`config.mk`:
```
export PLATFORM = sky130hd
export DESIGN_NAME = snn_perceptron_layer
export DESIGN_NICKNAME = d
export VERILOG_FILES = /design/src/rtl/snn_perceptron_layer.sv
export SDC_FILE = /design/constraint.sdc
export NUM_CORES = 1
export LEC_CHECK = 0
export BUFFER_PORTS_ARGS = -buffer_cell sky130_fd_sc_hd__buf_4
export CAP_MARGIN = 10
export CORE_MARGIN = 2
export CORE_UTILIZATION = 35
export DETAILED_ROUTE_END_ITERATION = 7
export SYNTH_ARGS = -nofsm -noshare
export SYNTH_HDL_FRONTEND = slang
export SYNTH_SLANG_ARGS = --single-unit
```
`constraint.sdc`:
```
create_clock -name clk -period 1.7 [get_ports clk]
set_input_delay 0.425 -clock clk [delete_from_list [all_inputs] [get_ports clk]]
set_output_delay 0.425 -clock clk [all_outputs]
set_load 0.005 [all_outputs]
```
`src/rtl/snn_perceptron_layer.sv`:
```
// snn_perceptron_layer: multi-neuron signed spike perceptron. One binary pixel
// vector is rate-coded against a signed weight matrix, one spike window of
// 2**WIDTH cycles per input; each neuron fires where its spike balance >= THRESHOLD.
// Latency: accept edge -> out_valid after N_IN*2**WIDTH+1 edges, independent of data.
// Backpressure: in_ready only while idle; the result is held in DONE until out_ready.
//
// Ports:
//   clk, rst          clock (posedge) and asynchronous active-high reset
//   in_valid/in_ready pixel vector handshake; pixels latched on accept
//   pixels            N_IN binary inputs, pixels[i] gates weight column i
//   spike_out         live per-neuron spike strobe (monitor only)
//   out_valid/ready   result handshake
//   fire              per-neuron firing decision, valid with out_valid
//   balance_out       per-neuron signed balance, neuron o at [o*BAL_W +: BAL_W]

module snn_perceptron_layer #(
  parameter int WIDTH = 8,
  parameter int N_IN  = 7,
  parameter int N_OUT = 2,
  parameter logic [N_OUT*N_IN*(WIDTH+1)-1:0] WEIGHTS = '0,
  parameter int BAL_W = $clog2(N_IN*(2**WIDTH-1)+1)+1,
  parameter logic signed [BAL_W-1:0] THRESHOLD = '0
) (
  input  logic                   clk,
  input  logic                   rst,
  input  logic                   in_valid,
  output logic                   in_ready,
  input  logic [N_IN-1:0]        pixels,
  output logic [N_OUT-1:0]       spike_out,
  output logic                   out_valid,
  input  logic                   out_ready,
  output logic [N_OUT-1:0]       fire,
  output logic [N_OUT*BAL_W-1:0] balance_out
);

  localparam int W_ENT = WIDTH + 1;
  localparam int IDX_W = (N_IN > 1) ? $clog2(N_IN) : 1;
  localparam logic [IDX_W-1:0] LAST_IDX   = IDX_W'(N_IN - 1);
  localparam logic [WIDTH-1:0] LAST_PHASE = '1;

  // EVAL is the one-cycle register stage that turns the final balance into
  // the held fire/balance result.
  typedef enum logic [1:0] {
    S_IDLE = 2'd0,
    S_RUN  = 2'd1,
    S_EVAL = 2'd2,
    S_DONE = 2'd3
  } state_t;

  state_t state_q, state_d;

  logic [N_IN-1:0]         pix_q, pix_d;
  logic [IDX_W-1:0]        idx_q, idx_d;
  logic [WIDTH-1:0]        phase_q, phase_d;
  logic [WIDTH-1:0]        acc_q [N_OUT];
  logic [WIDTH-1:0]        acc_d [N_OUT];
  logic signed [BAL_W-1:0] bal_q [N_OUT];
  logic signed [BAL_W-1:0] bal_d [N_OUT];
  logic [N_OUT-1:0]        fire_q, fire_d;
  logic [N_OUT*BAL_W-1:0]  balout_q, balout_d;

  logic accept;
  logic run_en;
  logic eval_en;
  logic window_end;
  logic last_input;

  logic [WIDTH-1:0] mag_tab [N_OUT][N_IN];
  logic             neg_tab [N_OUT][N_IN];
  logic [WIDTH-1:0] mag_sel [N_OUT];
  logic             neg_sel [N_OUT];
  logic [WIDTH:0]   sum     [N_OUT];
  logic [N_OUT-1:0] spike;

  // Unpack the flat weight parameter into magnitude and sign tables.
  // A negative zero simply has a zero magnitude and never spikes.
  for (genvar o = 0; o < N_OUT; o++) begin : g_wo
    for (genvar i = 0; i < N_IN; i++) begin : g_wi
      assign mag_tab[o][i] = WEIGHTS[(o*N_IN+i)*W_ENT +: WIDTH];
      assign neg_tab[o][i] = WEIGHTS[(o*N_IN+i)*W_ENT + WIDTH];
    end
  end

  assign accept     = in_valid & in_ready;
  assign window_end = (phase_q == LAST_PHASE);
  assign last_input = (idx_q == LAST_IDX);

  // ---------------------------------------------------------------- FSM
  always_ff @(posedge clk or posedge rst) begin
    if (rst) begin
      state_q <= S_IDLE;
    end else begin
      state_q <= state_d;
    end
  end

  always_comb begin
    state_d = state_q;
    case (state_q)
      S_IDLE: if (accept) state_d = S_RUN;
      S_RUN:  if (window_end && last_input) state_d = S_EVAL;
      S_EVAL: state_d = S_DONE;
      S_DONE: if (out_ready) state_d = S_IDLE;
      default: state_d = S_IDLE;
    endcase
  end

  always_comb begin
    in_ready  = 1'b0;
    out_valid = 1'b0;
    run_en    = 1'b0;
    eval_en   = 1'b0;
    case (state_q)
      S_IDLE: in_ready  = 1'b1;
      S_RUN:  run_en    = 1'b1;
      S_EVAL: eval_en   = 1'b1;
      S_DONE: out_valid = 1'b1;
      default: in_ready = 1'b0;
    endcase
  end

  // ------------------------------------------------------ spike generation
  // Adding |w| into a WIDTH-bit accumulator every cycle of a 2**WIDTH-cycle
  // window wraps exactly |w| times; each wrap (carry-out) is one spike,
  // spread evenly across the window.
  always_comb begin
    for (int o = 0; o < N_OUT; o++) begin
      mag_sel[o] = mag_tab[o][idx_q];
      neg_sel[o] = neg_tab[o][idx_q];
      sum[o]     = {1'b0, acc_q[o]} + {1'b0, mag_sel[o]};
      spike[o]   = run_en & sum[o][WIDTH] & pix_q[idx_q];
    end
  end

  assign spike_out = spike;

  // ------------------------------------------------------ datapath next state
  always_comb begin
    pix_d    = pix_q;
    idx_d    = idx_q;
    phase_d  = phase_q;
    acc_d    = acc_q;
    bal_d    = bal_q;
    fire_d   = fire_q;
    balout_d = balout_q;

    if (accept) begin
      pix_d   = pixels;
      idx_d   = '0;
      phase_d = '0;
      for (int o = 0; o < N_OUT; o++) begin
        acc_d[o] = '0;
        bal_d[o] = '0;
      end
    end

    if (run_en) begin
      phase_d = phase_q + 1'b1;
      for (int o = 0; o < N_OUT; o++) begin
        acc_d[o] = window_end ? '0 : sum[o][WIDTH-1:0];
        if (spike[o]) begin
          bal_d[o] = neg_sel[o] ? (bal_q[o] - BAL_W'(1)) : (bal_q[o] + BAL_W'(1));
        end
      end
      if (window_end && !last_input) begin
        idx_d = idx_q + 1'b1;
      end
    end

    // Balance magnitude is bounded by N_IN*(2**WIDTH-1), so no saturation.
    if (eval_en) begin
      for (int o = 0; o < N_OUT; o++) begin
        fire_d[o]                   = (bal_q[o] >= THRESHOLD);
        balout_d[o*BAL_W +: BAL_W]  = bal_q[o];
      end
    end

    // Result outputs read zero everywhere outside DONE.
    if (out_valid && out_ready) begin
      fire_d   = '0;
      balout_d = '0;
    end
  end

  always_ff @(posedge clk or posedge rst) begin
    if (rst) begin
      pix_q    <= '0;
      idx_q    <= '0;
      phase_q  <= '0;
      fire_q   <= '0;
      balout_q <= '0;
      for (int o = 0; o < N_OUT; o++) begin
        acc_q[o] <= '0;
        bal_q[o] <= '0;
      end
    end else begin
      pix_q    <= pix_d;
      idx_q    <= idx_d;
      phase_q  <= phase_d;
      fire_q   <= fire_d;
      balout_q <= balout_d;
      for (int o = 0; o < N_OUT; o++) begin
        acc_q[o] <= acc_d[o];
        bal_q[o] <= bal_d[o];
      end
    end
  end

  assign fire        = fire_q;
  assign balance_out = balout_q;

endmodule
```
; Word level (Yosys, flattened, before mapping)
; Memories as Yosys holds them, arrays and structs flattened.
; Index checks and enable logic that the tools add are counted.
[totals]
regBits = 86
rom_bits = 72
inputBits = 11
out_inout_bits = 30
word_cells = 79
n_memories = 2
[mem_list]
columns = name, words, width, read_ports, rd_clocked_by_memory_dff, write_ports, line
row1 = (name not given), 8, 8, 1, 0, 0, 128  ; mag_sel[o] = mag_tab[o][idx_q];
row2 = (name not given), 8, 1, 1, 0, 0, 129  ; neg_sel[o] = neg_tab[o][idx_q];
[op_classes]
add_sub_neg = 8
n_lt_le_gt_ge = 4
n_eq_ne = 8
muxes = 33
bitwise = 6
n_reduce_logical = 8
[op_table]
columns = op, count
row1 = $mux 24, 4
row2 = $mux 12, 4
row3 = $mux 8, 6
row4 = $mux 16, 2
row5 = $add 12x2->12 const B, 2
row6 = $ge 12x1->1 const B, 2
row7 = $sub 12x2->12 const B, 2
row8 = $add 8x8->9, 2
row9 = $mux 2, 5
row10 = $mux 3, 3
row11 = $add 8x1->8 const B, 1
row12 = $eq 8x8->1 const B, 1
row13 = $pmux 2 s4, 1
row14 = $mux 1, 7
row15 = $ne 2x2->1 const B, 3
row16 = $and 1x1->1, 5
row17 = $eq 2x2->1 const B, 2
row18 = $ge 4x4->1 const B, 1
row19 = $lt 3x4->1 const B, 1
row20 = $not 3->4, 1
row21 = $reduce_bool 2->1, 2
row22 = $add 3x1->3 const B, 1
row23 = $bmux 1 s3, 1
row24 = $eq 3x3->1 const B, 1
row25 = 5 further kinds, 7

; Logic depth before layout (Yosys ltp)
; Gate-level depths: netlist (run 1).
[logic_depth]
depth_word = 9
mapped_depth = 6

; Least setup slack after synthesis (run 1)
; OpenSTA, ideal clock, no wires.
[synth_path]
kind = reg-to-reg
startpoint = register state_q[1]
endpoint = register state_q[1]
setup_time_ns = 0.125
t_arrival_ns = 1.469
required_time_ns = 1.575
slack_ns = 0.106
path_stages_with_launch = 7
path_buffers = 1
synth_period_minus_slack_ns = 1.594
cell_sequence = dfrtp_1 inv_1 ha_1 clkbuf_1 o31ai_2 o221ai_2 mux2_4
[synth_via]
elab_chain_len = 5
elab_cells_between_ends = 11
classes_between = eq/ne (6) / mux (2) / bitwise (1) / reduce/logical (2)
[synth_lines]
columns = item, line
row1 = "start, declared", 50  ; state_t state_q, state_d;
row2 = "start signal, assigned", 93  ; state_q <= state_d;
row3 = $logic_not 2->1, "99, 113"
row4 = $mux 1, 113  ; case (state_q)
row5 = $and 1x1->1, 84  ; assign accept = in_valid & in_ready;
row6 = $ne 2x2->1 (no source line), -
row7 = $reduce_and 3->1 (no source line), -
; Parallel ways exist; a longest one is shown, timed or not.
; A chain may end at the register's enable or synchronous reset.

; Worst setup path in the final report (run 1)
[layout_path]
startpoint = register state_q[0]
endpoint = output port in_ready
[layout_via]
elab_chain_len = 2
[layout_lines]
columns = item, line
row1 = $logic_not 2->1, 113
row2 = $mux 1, 113
row3 = "end, declared", 27  ; output logic in_ready,
; No other way between the ends.

==> results.md, run 1 <==
- Layout cells sized above 1: 0.215
- Seq/Total Area, Yosys: 0.342
- Sink Count: 14
- Via count: 694
- Sw power: 0.126 mW
- PD cells: 500 nW/µm²
- Std-Cell Rows: 19
- Worst R2R End: phase_q[6]
- CTS tree: yes
- Endpoints failing setup: 0
- Post-synthesis simple-gate area fraction: 0.139
- Max Cap Viol: 0
- Max Slew Vio Count: 0
- Slew @ Worst Pin: 0.523 ns
- Ports: 41
- Crit path time final: 1.62 ns
- CP bufs+invs: 2
- Placed inst area: 1060 µm²
- Fin cells: 152
- Worst EP required: 1.27 ns
- Slowest CP cell: dfrtp_1
- Leading cell type in the layout, fill and taps excluded: conb_1
- Internal power: 0.420 mW
- Final Skew: 0.000959 ns
- Htree depth: 1
- Worst slew margin: 0.651
- Tcrit/Tclk final: 0.955
- Final worst setup slack: 0.0770 ns
- XOR/XNOR Fraction of Synth Area: 0
- Register bit total from synthesis: 14
- All-Layer GR Usage: 0.112
- Remaining antenna violation count: 0
- Syn_area_per_cell: 9.58 µm²
- Arrival time worst endpoint: 1.20 ns
- TritonCTS Buffers: 3
- Nets: 142
- Type of the worst min-delay path: in2async
- Die area: 3380 µm²
- Post-synthesis compound-gate area fraction: 0.121
- Cells after Synth: 107
- Post-CTS setup buffer count: 0
- Finished layout cell area: 1090 µm²
- Seq pwr share: 0.609
- Clock root cell: clkbuf_4
- Switching fraction of total power: 0.231
- Detailed placement HPWL: 1270 µm
- # port buffers: 7
- Placed insts: 149
- Critical-path cell list: inv_1, ha_1, buf_4
- Max Clk Rate: 616 MHz
- Clock latency on the worst-skew pair: 0.28 ns
- Combinational share of power: 0.049
- Critical path class: reg2out
- Worst VDD drop: 0.361 mV
- Total power draw: 0.546 mW
- Total Wirelength: 1610 µm
- Pin count of the biggest net entering global routing: 15
- Leakage: 0.603 nW
- RSZ-0062 raised after global routing: true
- CP top delay family: flip-flops
- Status: finished, final reports clean
- Routability cong.: 0.741
- Gr ovfl total: 0
- Vias in the first global route: 655
- Global-route wire length before repair: 2900 µm
- Wire length per cell: 10.6 µm
- Post-Place Worst Slack: 0.0839 ns
- Clock buffer depth: 2
- DRT iter0 DRCs: 6
- Area grow syn2layout: 6.59%
- CP startpoint kind: register
- Syn. warnings: 0
- Crit Path Max Fanout: 4
- Cell variety after synth: 28
- Die W: 58.1 µm
- Crit end category: output port
- R2R depth: 6
- Via/cell ratio: 4.57
- Antenna cells: 0
- CORE AREA: 2760 µm²
- Most frequent cells in the layout: conb_1, dfrtp_1, buf_4
- CP max stage delay: 0.41 ns
- DRC Markers: 0
- CTS Hold Bufs: 0
- Clk pwr share: 0.341
- Post-synthesis mux area share: 0.0733
- Synth Area in Adders: 0.0977
- Worst-path clk slew: 0.08 ns
- Initial Utilization: 0.372
- Largest family of logic cells by synthesized area: buffers and inverters
- Pre-antenna DRT Iters: 4
- Initial antenna violation count: 0
- R2R Setup Slk: 0.12 ns
- Post-Syn Area: 1020 µm²
- Die Y-Extent: 58.1 µm
- Hold Vio Cnt, Final: 0
- R2r startpoint: state_q[0]
cell families (layout without fill, tap and decap cells):
kind of cell               after synthesis  after routing
other                                    1             26
AOI/OAI and AO/OA                       17             17
buffers and inverters                   34             23
muxes                                    7              7
and+or+nand+nor                         26             26
DFF                                     14             14
adders and majority gates                8              8
metal layers:
metal | GRT usage | wire length, µm | vias to the layer above
met5 | 0 | 0 | -
met4 | 0.0698 | 39 | 0
met3 | 0.0134 | 65 | 5
met2 | 0.174 | 801 | 22
met1 | 0.147 | 707 | 322
li1 | - | - | 345
worst max path at each step:
stage / from / end / slack, ns / depth (start not counted)
after floorplan: state_q[1] / state_q[1] / 0.11 / 6
after global placement: phase_q[0] / state_q[1] / 0.12 / 5
after detailed placement: state_q[1] / idx_q[1] / 0.08 / 6
after CTS: state_q[1] / idx_q[1] / 0.06 / 6
after global routing: state_q[0] / phase_q[7] / -0.03 / 6
final: state_q[0] / in_ready / 0.08 / 3
power groups by stage:
stage / clock (mW) / sequential [mW] / combinational, mW
2_1_floorplan: 0 / 0.339 / 0.0610
3_3_place_gp: 0 / 0.339 / 0.0264
5_1_grt: 0.204 / 0.333 / 0.0332
6_report: 0.186 / 0.333 / 0.0269
4_1_cts: 0.195 / 0.333 / 0.0264
3_5_place_dp: 0 / 0.339 / 0.0264
registers in the layout, indices dropped and copies added, names as in the netlist:
name,flops
phase_q,8
idx_q,3
state_q,2
fire,1
repair_timing:
action	4_1_cts	5_1_grt
resized for setup	0	4
endpoints found under the hold margin	0	0
endpoints found under the setup margin	0	3
stage by stage:
step	utilization	TNS (ns)	hold WS (ns)
4_1_cts	0.391	0	0.198
5_1_grt	0.396	-0.0438	0.249
6_report	0.396	0	0.176
2_1_floorplan	-	0	0.314
3_5_place_dp	0.383	0	0.507
3_3_place_gp	0.383	0	0.500
synth_stat cells (all sizes together):
cell type,instances,share of area
nand4,4,0.031
o211ai,2,0.015
o31ai,5,0.042
buf,27,0.20
nor2,2,0.0073
nand3,6,0.034
and3,1,0.0061
mux2,1,0.015
ha,8,0.098
mux2i,6,0.059
dfrtp,14,0.34
nand2,9,0.033
a21oi,4,0.023
conb,1,0.0037
nor3b,1,0.0073
nor2b,1,0.0061
o21ai,4,0.020
o221ai,1,0.015
inv,6,0.022
a21o,1,0.0073
or2,2,0.015
clkbuf,1,0.0037
final cells by class:
class,instances,area (µm²)
Clock buffer,3,22.5
Fill cell,267,1670
Inverter,6,22.5
Multi-Input combinational cell,84,549
Sequential cell,14,350
Tap cell,31,38.8
Timing Repair Buffer,14,109
(Power assumes the default switching activity.)
==> run 2, diff against run 1 <==
--- a/config.mk
+++ b/config.mk
@@ -7,7 +7,7 @@
 export LEC_CHECK = 0
 export BUFFER_PORTS_ARGS = -buffer_cell sky130_fd_sc_hd__buf_4
 export CAP_MARGIN = 10
-export CORE_MARGIN = 2
+export CORE_MARGIN = 4
 export CORE_UTILIZATION = 35
 export DETAILED_ROUTE_END_ITERATION = 7
 export SYNTH_ARGS = -nofsm -noshare
==> run 2 against run 1 <==
Against the previous run: combinational power grew 2%; clock skew is essentially flat; setup slack lost 0.030 ns; wire length increased by 10%; utilization is 0.65 points higher; power grew 11%; die area increased by 14%; global-route usage fell by 2.5 points; sequential share of layout area down 0.79 points; critical path type is now reg2reg; largest power group unchanged.
==> results.md, run 2 (synthesized netlist as in run 1, its figures left out) <==
- Status: finished, final reports clean (unchanged)
- Slowest CP cell: dfrtp_1 (unchanged)
- Critical-path cell list: inv_1, ha_2, nand3_1, o31ai_4, o221ai_2, mux2_4 (was inv_1, ha_1, buf_4)
- Remaining antenna violation count: 0 (unchanged)
- All-Layer GR Usage: 0.0862 (was 0.112)
- Ports: 41 (unchanged)
- PD cells: 543 nW/µm² (was 500 nW/µm²)
- CP startpoint kind: register (unchanged)
- Crit Path Max Fanout: 4 (unchanged)
- CP max stage delay: 0.38 ns (was 0.41 ns)
- Initial Utilization: 0.368 (was 0.372)
- Wire length per cell: 11.6 µm (was 10.6 µm)
- Std-Cell Rows: 19 (unchanged)
- CP top delay family: compound AO/OA/AOI/OAI gates (was flip-flops)
- Max Slew Vio Count: 0 (unchanged)
- Max Used Layer: met3 (was met4)
- TritonCTS Buffers: 3 (unchanged)
- M1 WL: 760 µm (was 707 µm)
- Vias in the first global route: 642 (was 655)
- Crit end category: register (was output port)
- DRC Markers: 0 (unchanged)
- CTS Hold Bufs: 0 (unchanged)
- # port buffers: 7 (unchanged)
- RSZ-0062 raised after global routing: true (unchanged)
- Nets: 143 (was 142)
- Endpoints failing setup: 0 (unchanged)
- Final hold slack: 0.192 ns (was 0.176 ns)
- Global-route wire length before repair: 2780 µm (was 2900 µm)
- Worst EP required: 1.88 ns (was 1.27 ns)
- Slew @ Worst Pin: 0.570 ns (was 0.523 ns)
- Total Wirelength: 1780 µm (was 1610 µm)
- Final Skew: 0.000523 ns (was 0.000959 ns)
- Post-Place Worst Slack: 0.0340 ns (was 0.0839 ns)
- Most frequent cells in the layout: conb_1, dfrtp_1, buf_4 (unchanged)
- Die Y-Extent: 62.1 µm (was 58.1 µm)
- Clock latency on the worst-skew pair: 0.28 ns (about the same)
- Pin count of the biggest net entering global routing: 15 (unchanged)
- Fin cells: 154 (was 152)
- Largest register FFs: 8 (unchanged)
- Gr ovfl total: 0 (unchanged)
- CTS tree: yes (unchanged)
- R2R Setup Slk: 0.05 ns (was 0.12 ns)
- Detailed placement HPWL: 1370 µm (was 1270 µm)
- Leading cell type in the layout, fill and taps excluded: conb_1 (unchanged)
- Arrival time worst endpoint: 1.83 ns (was 1.20 ns)
- Antenna cells: 0 (unchanged)
- Crit path time final: 1.65 ns (was 1.62 ns)
- Die W: 62.1 µm (was 58.1 µm)
- Pre-antenna DRT Iters: 4 (unchanged)
- Routability cong.: 0.767 (was 0.741)
- CORE AREA: 2780 µm² (was 2760 µm²)
- Tcrit/Tclk final: 0.972 (was 0.955)
- Final worst setup slack: 0.0469 ns (was 0.0770 ns)
- Worst VDD drop: 0.384 mV (was 0.361 mV)
- Total power draw: 0.608 mW (was 0.546 mW)
- Htree depth: 1 (unchanged)
- Met3 wire len: 126 µm (was 65 µm)
- Initial antenna violation count: 0 (unchanged)
- Via/cell ratio: 4.60 (was 4.57)
- Die area: 3860 µm² (was 3380 µm²)
- Leakage: 0.613 nW (was 0.603 nW)
- Layout cells sized above 1: 0.236 (was 0.215)
- Max Cap Viol: 0 (unchanged)
- Type of the worst min-delay path: in2async (unchanged)
- Clock root cell: clkbuf_4 (unchanged)
- R2R depth: 6 (unchanged)
- DRT iter0 DRCs: 5 (was 6)
- Worst slew margin: 0.620 (was 0.651)
- Area grow syn2layout: 9.28% (was 6.59%)
- Hold Vio Cnt, Final: 0 (unchanged)
- Reg with most FFs: phase_q (unchanged)
- R2r startpoint: idx_q[0] (was state_q[0])
- Clock buffer depth: 2 (unchanged)
- CP bufs+invs: 1 (was 2)
- Worst R2R End: state_q[1] (was phase_q[6])
- Via count: 709 (was 694)
- Biggest regs: phase_q x8, idx_q x3, state_q x2 (unchanged)
- Max Clk Rate: 605 MHz (was 616 MHz)
- Critical path class: reg2reg (was reg2out)
- Sink Count: 14 (unchanged)
- Metal2 WL: 894 µm (was 801 µm)
- Placed insts: 149 (unchanged)
- Worst-path clk slew: 0.09 ns (was 0.08 ns)
-- run 2: cell types whose count changed in the layout (fill, tap and decap cells not counted), sizes merged --
cell,change
buf,+1
clkbuf,+1
-- run 2: worst max path at each step --
stage,slack [ns],cells past startpoint,from,endpoint
after floorplan,0.11,6,state_q[1],state_q[1]
after global placement,0.06,6,idx_q[0],state_q[1]
after detailed placement,0.03,6,idx_q[0],state_q[1]
after CTS,0.003,6,idx_q[0],state_q[1]
after global routing,-0.04,6,idx_q[0],state_q[1]
final,0.05,6,idx_q[0],state_q[1]
-- run 2: area by class of cell --
type	count	area, µm²
Clock buffer	4	36.3
Fill cell	276	1660
Inverter	6	22.5
Multi-Input combinational cell	84	556
Sequential cell	14	350
Tap cell	31	38.8
Timing Repair Buffer	15	116
-- run 2: repair_timing --
action	CTS	global route
hold endpoints to repair	0	0
endpoints found under the setup margin	0	3
setup buffers	0	1
resized for setup	0	5
-- run 2: worst register-to-register path, cell delays in order, from the launching register on --
cell,delay (ns)
dfrtp_1,0.38
inv_1,0.06
ha_2,0.20
nand3_1,0.14
o31ai_4,0.29
o221ai_2,0.16
mux2_4,0.31
-- run 2: where the power goes --
part / switching [mW] / internal, mW
Clock: 0.117 / 0.130
Combinational: 0.0228 / 0.00460
Sequential: 0 / 0.333
-- run 2: per-stage QoR --
step	instance area, µm²	util	TNS (ns)
finish	1120	0.403	0
global route	1120	0.403	-0.0568
CTS	1090	0.393	0
detailed placement	1060	0.380	0
global placement	1060	0.380	0
floorplan	1120	-	0
-- run 2: routing by layer --
metal / vias up / global-route usage
met4: 0 / 0.0136
li1: 347 / -
met3: 0 / 0.0342
met1: 337 / 0.111
met5: - / 0
met2: 25 / 0.137
